**config.mk**
```make
export PLATFORM = sky130hd
export DESIGN_NAME = uart_tx
export DESIGN_NICKNAME = d
export VERILOG_FILES = /design/src/rtl/uart_tx.sv
export SDC_FILE = /design/constraint.sdc
export NUM_CORES = 1
export LEC_CHECK = 0
export ABC_AREA = 1
export ABC_CLOCK_PERIOD_IN_PS = 1900
export CAP_MARGIN = 25
export CORE_AREA = 2 2 62 58
export CTS_CLUSTER_DIAMETER = 120
export DETAILED_ROUTE_END_ITERATION = 6
export DIE_AREA = 0 0 64 60
export GPL_TIMING_DRIVEN = 0
export PLACE_DENSITY_LB_ADDON = 0.08
export SYNTH_ARGS = -nofsm -noshare
export SYNTH_HDL_FRONTEND = slang
export SYNTH_SLANG_ARGS = --single-unit
```
**constraint.sdc**
```tcl
create_clock -name clk -period 1.9 [get_ports clk]
set_clock_uncertainty 0.15 [all_clocks]
set_input_delay 0.285 -clock clk [delete_from_list [all_inputs] [get_ports clk]]
set_output_delay 0.285 -clock clk [all_outputs]
set_load 0.01 [all_outputs]
```
**src/rtl/uart_tx.sv**
```systemverilog
// uart_tx: UART serializer with start bit, LSB-first payload, optional parity
// and one or two stop bits; registered line output, one frame at a time.
module uart_tx #(
    parameter int UART_DATA_WIDTH = 8,
    parameter int CLKS_PER_BIT    = 434,
    parameter int PARITY_EN       = 0,
    parameter int PARITY_ODD      = 0,
    parameter int STOP_BITS       = 1
) (
    input  logic                       clk,
    input  logic                       rst_n,
    input  logic                       uart_dv,
    input  logic [UART_DATA_WIDTH-1:0] uart_data,
    output logic                       uart_tx_done,
    output logic                       tx_busy,
    output logic                       tx_serial
);
    localparam int BW = $clog2(CLKS_PER_BIT);
    localparam int CW = $clog2(UART_DATA_WIDTH + 1);
    localparam logic [BW-1:0] BAUD_LAST = BW'(CLKS_PER_BIT - 1);
    localparam logic [CW-1:0] DATA_LAST = CW'(UART_DATA_WIDTH - 1);
    localparam logic [CW-1:0] STOP_LAST = CW'(STOP_BITS - 1);
    localparam logic [2:0] IDLE   = 3'd0;
    localparam logic [2:0] START  = 3'd1;
    localparam logic [2:0] DATA   = 3'd2;
    localparam logic [2:0] PARITY = 3'd3;
    localparam logic [2:0] STOP   = 3'd4;
    localparam logic [2:0] DONE   = 3'd5;

    logic [2:0]                 state;
    logic [BW-1:0]              baud;
    logic [CW-1:0]              bit_cnt;
    logic [UART_DATA_WIDTH-1:0] shreg;
    logic                       par;
    logic                       wrap;

    assign wrap = baud == BAUD_LAST;

    always_ff @(posedge clk or negedge rst_n) begin
        if (!rst_n) begin
            state        <= IDLE;
            baud         <= '0;
            bit_cnt      <= '0;
            shreg        <= '0;
            par          <= 1'b0;
            tx_serial    <= 1'b1;
            tx_busy      <= 1'b0;
            uart_tx_done <= 1'b0;
        end else begin
            uart_tx_done <= 1'b0;
            // baud counter only runs while a frame is on the line
            baud <= (tx_busy && !wrap) ? baud + 1'b1 : '0;
            case (state)
                IDLE: if (uart_dv) begin
                    shreg     <= uart_data;
                    par       <= (^uart_data) ^ (PARITY_ODD != 0);
                    bit_cnt   <= '0;
                    state     <= START;
                    tx_serial <= 1'b0;
                    tx_busy   <= 1'b1;
                end
                START: if (wrap) begin
                    state     <= DATA;
                    tx_serial <= shreg[0];
                    shreg     <= shreg >> 1;
                end
                DATA: if (wrap) begin
                    if (bit_cnt == DATA_LAST) begin
                        bit_cnt   <= '0;
                        state     <= (PARITY_EN != 0) ? PARITY : STOP;
                        tx_serial <= (PARITY_EN != 0) ? par : 1'b1;
                    end else begin
                        bit_cnt   <= bit_cnt + 1'b1;
                        tx_serial <= shreg[0];
                        shreg     <= shreg >> 1;
                    end
                end
                PARITY: if (wrap) begin
                    state     <= STOP;
                    tx_serial <= 1'b1;
                end
                STOP: if (wrap) begin
                    if (bit_cnt == STOP_LAST) begin
                        state        <= DONE;
                        uart_tx_done <= 1'b1;
                        tx_busy      <= 1'b0;
                    end else begin
                        bit_cnt <= bit_cnt + 1'b1;
                    end
                end
                DONE:    state <= IDLE;
                default: state <= IDLE;
            endcase
        end
    end
endmodule

```
==> results by group <==
Outcome
  • Outcome: completed

Critical path
  • WP data required: 1460 ps
  • R2r endpoint: bit_cnt[3]
  • Startpoint class of the critical path: flop
  • CP max stage cell: dfstp_2
  • Register-to-register path setup slack: 200 ps
  • CP Cell Sequence: clkdlybuf4s50_1
  • Data arrival, critical path: 1400 ps
  • Worst R2R Path Depth: 11
  • Buffers & Inverters on Critical Path: 1
  • Crit path largest cell delay: 560 ps
  • Delay-heaviest family, CP: flip-flops
  • WS Path Type: flop to primary output
  • Worst Setup End Kind: primary output
  • CP Max Fanout: 2
  • Worst r2r src: baud[1]

Synthesis
  • Yosys warns: 0
  • Cells after synthesis: 217
  • Syn Area/Cell: 7.17 um^2
  • Synthesized net count: 232
  • Synth Register Bits: 27
  • Post-Syn Area: 1560 um^2
  • Distinct cells, synth: 26
  • Sequential cell area fraction in the yosys report: 0.435

Place
  • GPL Wtd Cong: 0.874
  • Detailed Place HPWL: 2270 um
  • IO buf count: 13

Final layout
  • Util after Layout: 0.553
  • Layout area overhead: 14.7%
  • Share of cells above drive strength 1: 0.0936
  • Commonest non-fill, non-tap cell in the layout: nand2_1
  • NumNets Final: 251
  • Most frequent cells in the layout: nand2_1, dfrtp_1, nor2_1
  • ANT cells: 0

Drt
  • Final WL: 2930 um
  • Met2 wire len: 1350 um
  • Top sig layer: met4
  • Via count: 1,348
  • Met3 wire length: 76 um
  • Vias/cell: 4.83
  • First DRT Iteration DRCs: 64
  • DRC: 0
  • Metal-1 WL: 1470 um
  • Post-route ant nets: 0
  • Pre-antenna DRT Iters: 4
  • DR WL/cell: 10.5 um

GRT
  • Largest net degree at the start of global routing: 15
  • First-pass GRT wire length: 5140 um
  • Antenna violations before repair: 0
  • Number of global-route vias before repair: 1,225
  • GRT Total Usage: 0.168
  • Gr ovfl total: 0

CTS
  • Clock slew at reported path FFs: 140 ps
  • CTS root buf: clkbuf_4
  • TritonCTS sink count: 27
  • Post-CTS setup buffers: 0
  • CTS Buf Count: 3
  • Htree depth: 1
  • Worst skew pair latency: 320 ps
  • CTS tree: yes
  • Clk buf depth: 2

STA
  • Final TNS setup: 0 ps
  • Max Clock Freq: 545 MHz
  • Hold Violations, Final: 0
  • Relative slew slack: 0.552
  • Minimum clock period: 1830 ps
  • Fin Hold WS: 203 ps
  • Final Max Slew Viols: 0
  • Worst Tran Pin Value: 670 ps
  • Tcrit/Tclk final: 0.966
  • RSZ-0062 raised after global routing: false
  • Final setup fails: 0

Pwr
  • Tot Pwr: 861 uW
  • Max rail drop VDD: 0.377 mV
  • Leakage: 0.917 nW
  • Cell Pwr Density: 482 nW/um^2

Run
  • Max_cap viols: 0

Floorplan
  • Top Ports: 14
  • Total die area: 3840 um^2
  • Row cnt: 20
  • DIE WIDTH: 64 um
  • Core area: 3230 um^2
  • Starting Density: 0.482
  • Die height: 60 um

Min path
  • Worst hold path type: input port to asynchronous set/reset pin
==> stage by stage <==
| stage | area [um^2] | setup slack (ps) | cells |
|---|---|---|---|
| after floorplan | 1560 | 415 | 217 |
| final | 1780 | 65.1 | 279 |
| after global routing | 1780 | 9.84 | 279 |
| after detailed placement | 1760 | 218 | 275 |
| after global placement | 1740 | -2.44 | 274 |
| after CTS | 1780 | 42.1 | 279 |
==> registers in the layout, summed over array words and instances, names as in the netlist <==
signal,flops
uart_tx_done,1
bit_cnt,4
tx_busy,1
baud,9
state,3
tx_serial,1
shreg,8
==> cell usage after synthesis <==
cell type,count,area share
nand2_2,3,0.012
o21ai_2,1,0.0056
nor2_2,1,0.0040
nand3b_1,3,0.014
inv_1,18,0.043
nand3_1,16,0.051
a21oi_1,6,0.019
o21bai_1,1,0.0048
xor2_1,1,0.0056
nand2_1,93,0.22
buf_2,1,0.0032
ha_1,4,0.032
inv_2,4,0.0097
dfrtp_1,26,0.42
nand2_4,2,0.014
nor3b_1,3,0.014
nand3_2,1,0.0064
nor2_1,22,0.053
o21ai_0,1,0.0032
nor3_2,1,0.0064
buf_4,1,0.0048
o21ai_1,2,0.0064
dfstp_2,1,0.017
nor3_1,2,0.0064
xnor2_1,2,0.011
nor2_4,1,0.0072
==> power breakdown <==
part / switching, mW / internal [mW] / leakage [nW]
Combinational: 0.0178 / 0.0251 / 0.534
Clock: 0.161 / 0.0821 / 0.0150
Sequential: 0 / 0.575 / 0.369
Total: 0.178 / 0.682 / 0.917
==> how the worst max path moves through the flow <==
| stage | from | end | slack (ps) | cells after the start |
|---|---|---|---|---|
| finish | tx_serial | tx_serial | 70 | 1 |
| global route | tx_serial | tx_serial | 10 | 1 |
| CTS | tx_serial | tx_serial | 40 | 1 |
| detailed placement | baud[1] | bit_cnt[3] | 220 | 10 |
| global placement | rst_n | bit_cnt[1] | -2 | 1 |
| floorplan | baud[1] | bit_cnt[2] | 410 | 11 |
==> cell families (layout without fill, tap and decap cells) <==
family	Yosys count	count (layout)	share of synthesized area
flops	27	27	0.435
xor+xnor	3	3	0.0169
fa+ha+maj	4	4	0.0322
buf+inv	24	42	0.0611
simple gates	148	148	0.415
compound gates	11	11	0.0394
==> per-layer routing <==
layer | vias up | global-route usage
met5 | - | 0
met4 | 0 | 0.0466
met3 | 6 | 0.0282
met2 | 21 | 0.289
met1 | 610 | 0.222
li1 | 711 | -
==> repair_timing <==
item                                    in CTS  in global routing
gates resized for setup                      0                  1
hold buffers                                 0                  0
endpoints found under the setup margin       0                  2
==> area by class of cell <==
type / count / area [um^2]
sequential: 27 / 677
clock buffer: 4 / 26.3
fill: 313 / 1440
multi-input combinational: 166 / 786
inverter: 22 / 82.6
timing repair buffer: 14 / 145
buffer: 2 / 12.5
tap: 44 / 55.1
No activity file was read; power rests on OpenSTA's default activity.
